[config.mk]
export PLATFORM = sky130hd
export DESIGN_NAME = bcd_seg_scanner
export DESIGN_NICKNAME = d
export VERILOG_FILES = /design/src/rtl/bcd_display_pkg.sv /design/src/rtl/bcd_to_seg7.sv /design/src/rtl/bcd_seg_scanner.sv
export SDC_FILE = /design/constraint.sdc
export NUM_CORES = 1
export LEC_CHECK = 0
export ABC_AREA = 1
export CORE_ASPECT_RATIO = 1.75
export CORE_MARGIN = 5
export CORE_UTILIZATION = 59
export CTS_CLUSTER_DIAMETER = 200
export DETAILED_ROUTE_END_ITERATION = 8
export GPL_TIMING_DRIVEN = 0
export PLACE_DENSITY = 0.82
export SKIP_CTS_REPAIR_TIMING = 1
export SYNTH_ARGS = -nofsm -noshare
export SYNTH_HDL_FRONTEND = slang
export SYNTH_SLANG_ARGS = --single-unit
export TNS_END_PERCENT = 100
[constraint.sdc]
create_clock -name clk -period 3.1 [get_ports clk]
set_input_delay 0.465 -clock clk [delete_from_list [all_inputs] [get_ports clk]]
set_output_delay 0.465 -clock clk [all_outputs]
set_load 0.005 [all_outputs]
[src/rtl/bcd_display_pkg.sv]
// bcd_display_pkg: seven-segment patterns, digit indices and slot states
// shared by the scanner and its decoder.
package bcd_display_pkg;
    localparam logic [6:0] SEG_0    = 7'b1000000;
    localparam logic [6:0] SEG_1    = 7'b1111001;
    localparam logic [6:0] SEG_2    = 7'b0100100;
    localparam logic [6:0] SEG_3    = 7'b0110000;
    localparam logic [6:0] SEG_4    = 7'b0011001;
    localparam logic [6:0] SEG_5    = 7'b0010010;
    localparam logic [6:0] SEG_6    = 7'b0000010;
    localparam logic [6:0] SEG_7    = 7'b1111000;
    localparam logic [6:0] SEG_8    = 7'b0000000;
    localparam logic [6:0] SEG_9    = 7'b0010000;
    localparam logic [6:0] SEG_DASH = 7'b0111111;
    localparam logic [6:0] SEG_OFF  = 7'b1111111;

    localparam logic [1:0] DIG_ONES     = 2'd0;
    localparam logic [1:0] DIG_TENS     = 2'd1;
    localparam logic [1:0] DIG_HUNDREDS = 2'd2;

    typedef enum logic {SLOT_GAP, SLOT_SHOW} slot_e;
endpackage

[src/rtl/bcd_to_seg7.sv]
// bcd_to_seg7: BCD digit to active-low {g..a} pattern; non-decimal codes become a dash.
module bcd_to_seg7
    import bcd_display_pkg::*;
(
    input  logic [3:0] bcd,
    output logic [6:0] seg
);
    always_comb begin
        case (bcd)
            4'd0:    seg = SEG_0;
            4'd1:    seg = SEG_1;
            4'd2:    seg = SEG_2;
            4'd3:    seg = SEG_3;
            4'd4:    seg = SEG_4;
            4'd5:    seg = SEG_5;
            4'd6:    seg = SEG_6;
            4'd7:    seg = SEG_7;
            4'd8:    seg = SEG_8;
            4'd9:    seg = SEG_9;
            default: seg = SEG_DASH;
        endcase
    end
endmodule

[src/rtl/bcd_seg_scanner.sv]
// bcd_seg_scanner: double-buffered 3-digit multiplexed common-anode display driver
// with anti-ghosting gap and optional leading-zero blanking.
module bcd_seg_scanner
    import bcd_display_pkg::*;
#(
    parameter int SCAN_DIV  = 50000,
    parameter int BLANK_CYC = 16,
    parameter int LZB       = 1
) (
    input  logic       clk,
    input  logic       rst,
    input  logic [3:0] ones,
    input  logic [3:0] tens,
    input  logic [3:0] hundreds,
    input  logic       load,
    output logic [6:0] seg,
    output logic [2:0] an,
    output logic       frame_tick
);
    localparam int CW = $clog2(SCAN_DIV);

    logic [CW-1:0] cnt_q, cnt_d;
    logic [1:0]    dig_q, dig_d;
    logic [11:0]   pend_q, pend_d, disp_q, disp_d;
    logic [6:0]    seg_q, seg_d, seg_raw;
    logic [2:0]    an_q, an_d;
    logic          tick_q, tick_d;
    logic          wrap, boundary, blank, lit;
    logic [3:0]    cur;
    slot_e         slot;

    bcd_to_seg7 u_dec (.bcd(cur), .seg(seg_raw));

    always_comb begin
        wrap     = cnt_q == CW'(SCAN_DIV - 1);
        boundary = wrap && dig_q == DIG_HUNDREDS;
        cnt_d    = wrap ? '0 : cnt_q + CW'(1);
        dig_d    = !wrap ? dig_q : (dig_q == DIG_HUNDREDS ? DIG_ONES : dig_q + 2'd1);
        pend_d   = load ? {hundreds, tens, ones} : pend_q;
        // pend_d already carries the live inputs when load coincides with the boundary
        disp_d   = boundary ? pend_d : disp_q;
        slot     = cnt_q < CW'(BLANK_CYC) ? SLOT_GAP : SLOT_SHOW;
        cur      = dig_q == DIG_HUNDREDS ? disp_q[11:8] : dig_q == DIG_TENS ? disp_q[7:4] : disp_q[3:0];
        blank    = LZB != 0 && (dig_q == DIG_HUNDREDS ? disp_q[11:8] == 4'd0 :
                                dig_q == DIG_TENS ? disp_q[11:4] == 8'd0 : 1'b0);
        lit      = slot == SLOT_SHOW && !blank;
        an_d     = lit ? ~(3'b001 << dig_q) : 3'b111;
        seg_d    = lit ? seg_raw : SEG_OFF;
        tick_d   = boundary;
    end

    always_ff @(posedge clk) begin
        if (rst) begin
            cnt_q  <= '0;
            dig_q  <= DIG_ONES;
            pend_q <= '0;
            disp_q <= '0;
            an_q   <= 3'b111;
            seg_q  <= SEG_OFF;
            tick_q <= 1'b0;
        end else begin
            cnt_q  <= cnt_d;
            dig_q  <= dig_d;
            pend_q <= pend_d;
            disp_q <= disp_d;
            an_q   <= an_d;
            seg_q  <= seg_d;
            tick_q <= tick_d;
        end
    end

    assign seg        = seg_q;
    assign an         = an_q;
    assign frame_tick = tick_q;
endmodule
Word level (Yosys, flattened, before mapping). Memories as Yosys holds them, arrays and structs flattened. A register that Yosys moved wholly into a read port is not among the register bits. Cells that the tools add are included.

Memories: 1. Input bits: 15. Bits in read-only memories: 112. RAM bits: 0. Bits in latches: 0. Register bits: 46.

Memories: (no name shown) (depth 16, bits a word 7, read ports 1, clocked after memory_dff 1, wr ports 0, RTL line bcd_to_seg7.sv:9) `case (bcd)`.

Eq/ne operators: 3. Bitwise logic cells: 2. Multipliers: 0. Shifts and indexed selects: 1. Muxes and demuxes: 7. Reductions and logical operators: 7. $lt $le $gt $ge: 1. Add/sub/neg operators: 2. Divide/modulo/power cells: 0.

Operators by type and width (number): $add A16 B1 Y16 const B (1); $eq A16 B16 Y1 const B (1); $lt A16 B5 Y1 const B (1); $mux W12 (1); $logic_not A8 Y1 (1); $mux W4 (2); $logic_not A4 Y1 (1); $reduce_or A2 Y1 (2); $mux W1 (3); $not A3 Y3 (1); $shl A1 B2 Y3 const A (1); $add A2 B1 Y2 const B (1); $eq A2 B1 Y1 const B (1); $eq A2 B2 Y1 const B (1); $logic_and A1 B1 Y1 (2); $mux W2 (1); $logic_not A1 Y1 (1); $not A1 Y1 (1).

Depth between registers and ports, before layout. Gate-level depths: netlist (run 1).

Depth in word-level cells: 7. Mapped depth: 11. Depth with buffers taken out: 10.

Cells and area by module. From an unflattened synthesis (run 1), not the netlist that was laid out.

Cells, all modules: 375. Area total of the unflattened synthesis: 2596.2 um^2.

Modules (own cells, without submodules): bcd_seg_scanner (area an instance 2409.8 um^2, cells an instance 340, instances 1, seq. area each 1061.0 um^2); bcd_to_seg7 (area an instance 186.4 um^2, cells an instance 35, instances 1, seq. area each 0.0 um^2).

Worst setup path after synthesis (run 1). No wires, ideal clock.

Path kind: reg-to-reg. Start point: register cnt_q[0]. End point: register disp_q[6]. Library setup time: 0.114 ns. Slack: 1.676 ns. Arrival: 1.310 ns. Data required time: 2.986 ns. Stages on the path, launching flop included: 12. Buffers on the path: 1. Path through: dfxtp_1 > ha_1 > nand2_1 > nor2_4 > inv_2 > nor2_2 > nand2_2 > inv_2 > buf_4 > nand3_1 > nand2_1 > a21oi_2.

Longest elaborated chain between the ends: 2.

RTL lines: from (decl) (RTL line bcd_seg_scanner.sv:22) `logic [CW-1:0] cnt_q, cnt_d;`; from (signal assigned) (RTL line bcd_seg_scanner.sv:62) `cnt_q <= cnt_d;`; $eq A16 B16 Y1 (RTL line bcd_seg_scanner.sv:35) `wrap = cnt_q == CW'(SCAN_DIV - 1);`; $logic_and A1 B1 Y1 (RTL line bcd_seg_scanner.sv:36) `boundary = wrap && dig_q == DIG_HUNDREDS;`; to (signal assigned) (RTL line bcd_seg_scanner.sv:65) `disp_q <= disp_d;`; to (decl) (RTL line bcd_seg_scanner.sv:24) `logic [11:0] pend_q, pend_d, disp_q, disp_d;`.

No other way between the ends. A chain may end at the register's enable or synchronous reset.

Final worst setup path (run 1).
Start point: input port load. End point: register disp_q[2].

Longest elaborated chain between the ends: 1.

RTL lines: from (decl) (RTL line bcd_seg_scanner.sv:15) `input logic load,`; $mux W12 (RTL line bcd_seg_scanner.sv:39) `pend_d = load ? {hundreds, tens, ones} : pend_q;`.

No other way between the ends.

==> results.py, run 1 <==
metrics = {
    "worst_setup_path": {
        "start_kind": "input port",
        "rr_worst_depth": 11,
        "critical_path_class": "in2reg",
        "critPathCaptureType": "flip-flop",
        "cp_max_fo": 10,
        "cp.required_ns": 3.30,
        "arrival_ns": 1.82,
    },
    "sta": {
        "holdWs_ns": 0.456,
        "rsz0062_at_grt": "no",
        "max_freq_mhz": 618,
        "max_slew_margin_pct": 71.2,
        "finClkSkew_ns": 0.0131,
        "setup_viol": 0,
        "tightest_slew_ns": 0.432,
        "finalHoldViolCount": 0,
        "tns_ns": 0,
        "period_needed_ns": 1.62,
        "fin_crit_sh_pct": 52.2,
        "slew_violations": 0,
    },
    "pwr": {
        "ir_worst_vdd_mv": 0.424,
        "p_seq_share_pct": 61.3,
        "combPwrFrac_pct": 5.2,
        "p_leak_nw": 1.12,
        "power_frac_clock_pct": 33.5,
        "switching_power_w": 0.000236,
        "intPower_w": 0.000901,
        "p_sw_share_pct": 20.8,
        "p_per_area_mw_per_mm2": 416,
        "total_power_w": 0.00114,
    },
    "placement": {
        "numPortBuffers": 25,
        "gp_congestion": 0.859,
        "place_hpwl_mm": 3.52,
    },
    "finish": {
        "nets": 360,
        "multi_input_area_mm2": 0.00108,
        "fillCellCount": 345,
        "area_delta_synth_final_pct": 17.0,
        "drive_gt1_share_pct": 11.3,
        "final_common_cell": "nand2_1",
        "register_area_mm2": 0.00106,
        "n_antenna_cell": 0,
        "layout_common_cells": "nand2_1 (65), dfxtp_1 (53), nor2_1 (34)",
    },
    "synthesis": {
        "ys_types": 31,
        "synth.avg_cell_area_um2": 7.49,
        "synth_nets": 328,
        "synthArstFlopShare_pct": 0,
        "synth_area_mm2": 0.00234,
        "synth_seq_cells": 53,
        "synthDominantCellAreaShare_pct": 45.4,
        "synth-edff-count": 0,
        "yosys_warnings": 0,
        "synth.area.top_cells": "dfxtp_1 (45%), nand2_1 (10%), nand3_1 (7.1%)",
        "synth-main-ff-cell": "dfxtp_1",
        "yosys.area.top_type": "dfxtp_1",
        "syn_inst": 312,
        "ys_seq_area_share_pct": 45.4,
    },
    "grt": {
        "grt_pass1_wl_mm": 7.66,
        "grt_overflow": 0,
        "grt_max_degree": 15,
        "grt_pass1_vias": 1937,
        "grt_use_total_pct": 18.2,
        "antenna_found_initial": 0,
    },
    "clock_tree": {
        "cts.clk_slew.worst_paths_ns": 0.08,
        "cts_buffers": 5,
        "cts_root_buf": "clkbuf_8",
        "h-tree-depth": 2,
        "cts_buffer_depth": 2,
        "cts_tree": "yes",
        "clock_latency_ns": 0.30,
        "clock_sinks": 53,
    },
    "die": {
        "die_w_um": 57.6,
        "start_util_pct": 60.4,
        "ios": 26,
        "die_area_mm2": 0.00537,
        "die_h_um": 93.2,
        "core_area_mm2": 0.00387,
        "rows": 30,
    },
    "route": {
        "via_per_inst": 5.10,
        "wl_per_cell_um": 11.2,
        "ant_nets": 0,
        "drtIter0Drc": 53,
        "drc": 0,
        "firstDrtPassIters": 4,
        "wl_mm": 4.38,
        "routed-via-count": 1999,
    },
    "status": {
        "outcome": "completed",
    },
    "hold_path": {
        "hold_depth": 2,
        "hold_class": "reg2reg",
    },
    "run": {
        "maxCapViolCount": 0,
    },
}
## final timing paths
path	from	endpoint	slack [ns]
setup reg to reg	cnt_q[0]	disp_q[6]	1.50
hold reg to reg	disp_q[3]	disp_q[3]	0.46
hold / removal	disp_q[3]	disp_q[3]	0.46
setup / recovery	load	disp_q[2]	1.48
## layout make-up
cell class / instances / share of cell area [%]
inverters: 40 / 5.49
plain buffers: 7 / 1.47
well taps: 48 / 2.20
flip-flops and latches: 53 / 38.8
repair buffers: 25 / 9.16
clock buffers: 7 / 3.16
multi-input cells: 212 / 39.7
## power by group through the flow
stage	Clock, W	Sequential, W	Combinational (W)
6_report	0.000381	0.000697	0.0000594
5_1_grt	0.000418	0.000698	0.0000681
4_1_cts	0.000394	0.000697	0.0000602
3_5_place_dp	0	0.000713	0.0000600
3_3_place_gp	0	0.000712	0.0000588
2_1_floorplan	0	0.000712	0.0000343
## kinds of logic (layout without fill, tap and decap cells)
| kind of cell | after synthesis | after routing | synth area share, % |
|---|---|---|---|
| and+or+nand+nor | 160 | 160 | 31.9 |
| buffers and inverters | 47 | 79 | 8.14 |
| muxes | 12 | 12 | 5.14 |
| AOI/OAI and AO/OA | 39 | 39 | 8.89 |
| adders and majority gates | 1 | 1 | 0.536 |
| DFF | 53 | 53 | 45.4 |
## flip-flops by register name, indices dropped and copies added (netlist names)
name / count
cnt_q: 16
disp_q: 12
pend_q: 12
seg: 7
an: 3
dig_q: 2
frame_tick: 1
## metal layers
metal	part of all wire, %	up-vias	GRT usage [%]
met5	0	-	0
li1	-	1062	-
met2	57	39	35.8
met3	3.4	12	3.18
met4	3.3	0	11.8
met1	36	886	15.9
## cell usage after synthesis, types with 6 or more instances
| cell | instances |
|---|---|
| a21oi_1 | 25 |
| nand3_1 | 33 |
| nand2_1 | 65 |
| nor2_2 | 6 |
| mux2i_1 | 12 |
| inv_1 | 32 |
| nand2_2 | 8 |
| nor2_1 | 34 |
| inv_2 | 8 |
| o21ai_0 | 7 |
| dfxtp_1 | 53 |
## critical path, cell delays in order
cell and delay, ns:
clkdlybuf4s50_1 0.52, buf_2 0.31, mux2i_1 0.29, nand3_1 0.10, nand2_1 0.08, a21oi_1 0.04
## through the flow
| stage | setup WS (ns) | utilization [%] | cell area, um^2 | instances |
|---|---|---|---|---|
| 3_5_place_dp | 1.15 | 68.4 | 2650 | 385 |
| 3_3_place_gp | 1.18 | 68.4 | 2650 | 385 |
| 6_report | 1.48 | 70.7 | 2730 | 392 |
| 4_1_cts | 1.47 | 70.7 | 2730 | 392 |
| 2_1_floorplan | 1.68 | - | 2340 | 312 |
| 5_1_grt | 1.29 | 70.7 | 2730 | 392 |
Note: power is estimated with default switching activity, not from simulation.
==> inputs of run 2 (changes only) <==
--- a/config.mk
+++ b/config.mk
@@ -8,11 +8,11 @@
 export ABC_AREA = 1
 export CORE_ASPECT_RATIO = 1.75
 export CORE_MARGIN = 5
-export CORE_UTILIZATION = 59
+export CORE_UTILIZATION = 50
 export CTS_CLUSTER_DIAMETER = 200
 export DETAILED_ROUTE_END_ITERATION = 8
 export GPL_TIMING_DRIVEN = 0
-export PLACE_DENSITY = 0.82
+export PLACE_DENSITY = 0.74
 export SKIP_CTS_REPAIR_TIMING = 1
 export SYNTH_ARGS = -nofsm -noshare
 export SYNTH_HDL_FRONTEND = slang
==> constraint.sdc (replaced) <==
create_clock -name clk -period 1.45 [get_ports clk]
set_input_delay 0.2175 -clock clk [delete_from_list [all_inputs] [get_ports clk]]
set_output_delay 0.2175 -clock clk [all_outputs]
set_load 0.005 [all_outputs]
==> run 2 against run 1 <==
Effect of this change:
- largest cell class unchanged
- the run now ends with setup timing left
- global-route usage decreased by 2.8 points
- flip-flop and latch count did not move
- first-iteration DRC count is 120% higher
- count of clock-buffer cells in the layout down 2
==> results.py, run 2 (same netlist as run 1, synthesis figures left out) <==
metrics = {
    "worst_setup_path": {
        "path_delay_family": "simple AND/OR/NAND/NOR gates",
        "cp_max_fo": 5,
        "cpMostUsedCell": "nand2_4",
        "cp.required_ns": 1.69,
        "slowest_stage": "dfxtp_2",
        "critPathCaptureType": "flip-flop",
        "max_stage_delay_ns": 0.37,
        "start_kind": "flip-flop",
        "cp_num_buf_inv": 3,
        "crit_chain": "ha_4 > nand2_4 > nor2_4 > inv_2 > nor2_2 > nand2_2 > inv_4 > nand2_4 > buf_8 > a21oi_2",
        "critical_path_class": "reg2reg",
        "arrival_ns": 1.70,
    },
    "sta": {
        "setup_slack_ns": -0.0114,
        "finalHoldViolCount": 0,
        "setup_viol": 2,
        "slew_violations": 0,
        "tightest_slew_ns": 0.406,
        "max_freq_mhz": 684,
        "rsz0062_at_grt": "yes",
        "period_needed_ns": 1.46,
        "max_slew_margin_pct": 72.9,
        "finClkSkew_ns": 0.00704,
        "fin_crit_sh_pct": 101,
    },
    "grt": {
        "grt_use_total_pct": 15.4,
        "grt_pass1_wl_mm": 7.36,
        "grt_max_degree": 17,
        "grt_pass1_vias": 1833,
        "grt_overflow": 0,
        "antenna_found_initial": 0,
    },
    "placement": {
        "dp_cells": 389,
        "gp_congestion": 0.872,
        "dpl_cell_area_mm2": 0.00265,
        "numPortBuffers": 25,
        "place_hpwl_mm": 3.46,
    },
    "finish": {
        "final_common_cell": "nand2_1",
        "layout_common_cells": "nand2_1 (63), dfxtp_1 (48), nor2_1 (32)",
        "largest_reg_flops": 16,
        "stdcell_count": 405,
        "fillCellCount": 399,
        "largestRegisters": "cnt_q: 16 flops, disp_q: 12 flops, pend_q: 12 flops",
        "register_area_mm2": 0.00107,
        "drive_gt1_share_pct": 20.1,
        "n_antenna_cell": 0,
        "nets": 368,
        "stdcell_area_mm2": 0.00293,
        "area_delta_synth_final_pct": 25.5,
        "multi_input_area_mm2": 0.00117,
        "top_register": "cnt_q",
    },
    "route": {
        "via_per_inst": 5.09,
        "routed-via-count": 2061,
        "drtIter0Drc": 116,
        "drc": 0,
        "ant_nets": 0,
        "wl_per_cell_um": 12.1,
        "wl_mm": 4.89,
        "firstDrtPassIters": 4,
    },
    "pwr": {
        "power_frac_clock_pct": 33.0,
        "p_seq_share_pct": 61.3,
        "switching_power_w": 0.000549,
        "ir_worst_vdd_mv": 0.745,
        "combPwrFrac_pct": 5.6,
        "p_per_area_mw_per_mm2": 830,
        "p_sw_share_pct": 22.5,
        "p_leak_nw": 1.22,
        "intPower_w": 0.00189,
    },
    "clock_tree": {
        "clock_latency_ns": 0.30,
        "cts_buffer_depth": 2,
        "h-tree-depth": 2,
        "clock_sinks": 53,
        "cts_tree": "yes",
        "cts_buffers": 5,
        "cts.clk_slew.worst_paths_ns": 0.09,
        "cts_root_buf": "clkbuf_8",
    },
    "die": {
        "die_w_um": 61.7,
        "rows": 33,
        "die_h_um": 100,
        "start_util_pct": 50.5,
        "die_area_mm2": 0.00619,
        "ios": 26,
        "core_area_mm2": 0.00462,
    },
    "status": {
        "outcome": "finished with violations",
        "violations": "setup timing",
    },
    "hold_path": {
        "hold_class": "reg2reg",
    },
    "run": {
        "maxCapViolCount": 0,
    },
}
[run 2: power by group through the flow]
stage | Combinational, W | Clock [W] | Sequential (W)
floorplan | 0.0000733 | 0 | 0.00152
global placement | 0.000126 | 0 | 0.00152
detailed placement | 0.000128 | 0 | 0.00152
CTS | 0.000128 | 0.000828 | 0.00149
global route | 0.000153 | 0.000890 | 0.00150
finish | 0.000137 | 0.000804 | 0.00149
[run 2: routing by layer]
metal / part of all wire, % / track usage, %
met1: 37 / 15.5
met2: 56 / 27.8
met3: 3.5 / 3.47
met4: 2.9 / 8.01
met5: 0 / 0
[run 2: final cells by class]
type	count	share of cell area, %
Multi-Input combinational cell	212	39.8
Sequential cell	53	36.6
Timing Repair Buffer	33	11.3
Inverter	40	5.29
Clock buffer	5	2.35
Tap cell	52	2.22
Buffer	7	1.88
Clock inverter	3	0.597
[run 2: final timing paths]
| path | start | end | slack (ns) | depth (start not counted) |
|---|---|---|---|---|
| min reg2reg | cnt_q[0] | cnt_q[0] | 0.45 | 1 |
| max reg2reg | cnt_q[1] | disp_q[10] | -0.01 | 10 |
| min | cnt_q[0] | cnt_q[0] | 0.45 | 1 |
| max | cnt_q[1] | disp_q[10] | -0.01 | 10 |
[run 2: per-stage QoR]
stage | worst slack [ns] | TNS [ns] | hold WS, ns | total power [W] | utilization, %
final | -0.0114 | -0.0197 | 0.454 | 0.00243 | 63.4
after global routing | -0.0791 | -0.786 | 0.471 | 0.00254 | 63.4
after CTS | -0.136 | -2.41 | 0.457 | 0.00245 | 59.2
after detailed placement | -0.231 | -3.73 | 0.444 | 0.00165 | 57.3
after global placement | -0.221 | -3.64 | 0.429 | 0.00165 | 57.3
after floorplan | 0.0256 | 0 | 0.290 | 0.00159 | -
==> inputs of run 3 (changes only) <==
--- a/config.mk
+++ b/config.mk
@@ -11,7 +11,6 @@
 export CORE_UTILIZATION = 50
 export CTS_CLUSTER_DIAMETER = 200
 export DETAILED_ROUTE_END_ITERATION = 8
-export GPL_TIMING_DRIVEN = 0
 export PLACE_DENSITY = 0.74
 export SKIP_CTS_REPAIR_TIMING = 1
 export SYNTH_ARGS = -nofsm -noshare
==> run 3 against run 2 <==
Effect of this change:
- the run now ends clean
- via count grew 2.1%
- global-route usage up 1.2 points
- highest routed layer unchanged
- flip-flop and latch count unchanged
- sequential share of layout area down 1.2 points
- critical path depth grew 1
- register-to-register slack better by 0.08 ns
- routed wire length fell by 1.9%
- total power is 3.0% higher
- non-clock buffer count increased by 7
- combinational power up 16%
- die area unchanged
==> results.py, run 3 (same netlist as run 1, synthesis figures left out) <==
metrics = {
    "status": {
        "outcome": "completed",
    },
    "finish": {
        "drive_gt1_share_pct": 21.1,
        "final_common_cell": "nand2_1",
        "layout_common_cells": "nand2_1 (62), dfxtp_1 (49), inv_1 (31)",
        "largestRegisters": "cnt_q: 16 flops, disp_q: 12 flops, pend_q: 12 flops",
        "top_register": "cnt_q",
        "nets": 375,
        "area_delta_synth_final_pct": 29.6,
        "n_antenna_cell": 0,
        "fin_util_pct": 65.4,
        "stdcell_count": 412,
        "largest_reg_flops": 16,
    },
    "route": {
        "drc": 0,
        "firstDrtPassIters": 4,
        "via_per_inst": 5.11,
        "wl_mm": 4.80,
        "drtIter0Drc": 67,
        "ant_nets": 0,
        "wl_per_cell_um": 11.6,
        "routed-via-count": 2104,
    },
    "clock_tree": {
        "cts_buffers": 5,
        "cts_root_buf": "clkbuf_8",
        "clock_latency_ns": 0.30,
        "cts.clk_slew.worst_paths_ns": 0.09,
        "cts_buffer_depth": 2,
        "clock_sinks": 53,
        "h-tree-depth": 2,
        "cts_tree": "yes",
    },
    "die": {
        "die_h_um": 100,
        "start_util_pct": 50.5,
        "core_area_mm2": 0.00462,
        "die_area_mm2": 0.00619,
        "die_w_um": 61.7,
        "ios": 26,
        "rows": 33,
    },
    "worst_setup_path": {
        "max_stage_delay_ns": 0.36,
        "timing.rr.end": "disp_q[0]",
        "start_kind": "flip-flop",
        "crit-reg2reg-launch": "cnt_q[0]",
        "cp_num_buf_inv": 3,
        "arrival_ns": 1.58,
        "critPathCaptureType": "flip-flop",
        "critical_path_class": "reg2reg",
        "path_delay_family": "simple AND/OR/NAND/NOR gates",
        "cp.required_ns": 1.65,
        "rrSetupSlack_ns": 0.07,
        "slowest_stage": "dfxtp_2",
        "crit_chain": "ha_4 > nand2_4 > nor2_4 > inv_2 > nor2_4 > nand2_4 > inv_8 > clkbuf_16 > nand3_1 > nand2_1 > a21oi_1",
        "crit_cells": 11,
        "rr_worst_depth": 11,
        "cp_max_fo": 6,
    },
    "pwr": {
        "total_power_w": 0.00251,
        "p_leak_nw": 1.29,
        "p_per_area_mw_per_mm2": 828,
        "ir_worst_vdd_mv": 0.896,
    },
    "grt": {
        "grt_overflow": 0,
        "grt_pass1_wl_mm": 7.91,
        "grt_max_degree": 17,
        "antenna_found_initial": 0,
        "grt_pass1_vias": 2002,
        "grt_use_total_pct": 16.6,
    },
    "sta": {
        "max_slew_margin_pct": 80.1,
        "max_freq_mhz": 725,
        "slew_violations": 0,
        "finClkSkew_ns": 0.00652,
        "holdWs_ns": 0.455,
        "setup_viol": 0,
        "period_needed_ns": 1.38,
        "tightest_slew_ns": 0.297,
        "rsz0062_at_grt": "yes",
        "finalHoldViolCount": 0,
        "fin_crit_sh_pct": 95.1,
    },
    "hold_path": {
        "hp-start": "disp_q[4]",
        "hold_depth": 2,
        "hold_class": "reg2reg",
        "whs_endpoint": "disp_q[4]",
    },
    "placement": {
        "gp_congestion": 0.933,
        "dp_cells": 401,
        "numPortBuffers": 25,
        "place_hpwl_mm": 3.65,
    },
    "run": {
        "maxCapViolCount": 0,
    },
}
==> run 3: metrics by stage <==
step	worst slack [ns]	instance area (um^2)	setup TNS (ns)
floorplan	0.0256	2340	0
global placement	-0.00982	2780	-0.00982
detailed placement	-0.0317	2780	-0.102
CTS	-0.0331	2880	-0.238
global route	-0.0240	3030	-0.188
finish	0.0716	3030	0
==> run 3: cell type report <==
type / instances / area (um^2)
well taps: 52 / 65.1
multi-input cells: 212 / 1170
flip-flops and latches: 53 / 1070
fillers: 394 / 1600
clock buffers: 6 / 82.6
repair buffers: 47 / 458
inverters: 40 / 163
clock inverters: 2 / 13.8
==> run 3: per-layer routing <==
metal | track usage [%] | share of wire (%) | vias to the layer above
met3 | 3.35 | 3.8 | 16
met4 | 7.52 | 3.9 | 0
li1 | - | - | 1092
met1 | 16.2 | 36 | 948
met5 | 0 | 0 | -
met2 | 31.3 | 56 | 48
==> run 3: worst max-delay path by stage <==
stage | start | endpoint | slack (ns)
3_5_place_dp | load | disp_q[1] | -0.03
2_1_floorplan | cnt_q[0] | disp_q[6] | 0.03
4_1_cts | cnt_q[1] | disp_q[9] | -0.03
5_1_grt | cnt_q[0] | disp_q[0] | -0.02
6_report | cnt_q[0] | disp_q[0] | 0.07
3_3_place_gp | load | disp_q[1] | -0.01
==> run 3: power breakdown <==
| part | switching (W) | internal (W) | total, W |
|---|---|---|---|
| Sequential | 0.0000121 | 0.00148 | 0.00149 |
| Clock | 0.000469 | 0.000388 | 0.000857 |
| Combinational | 0.0000699 | 0.0000895 | 0.000159 |
==> run 3: worst min-delay path, cell delays in order (launching register included) <==
cell and delay, ns:
dfxtp_1 0.31, inv_1 0.06, a21oi_1 0.05
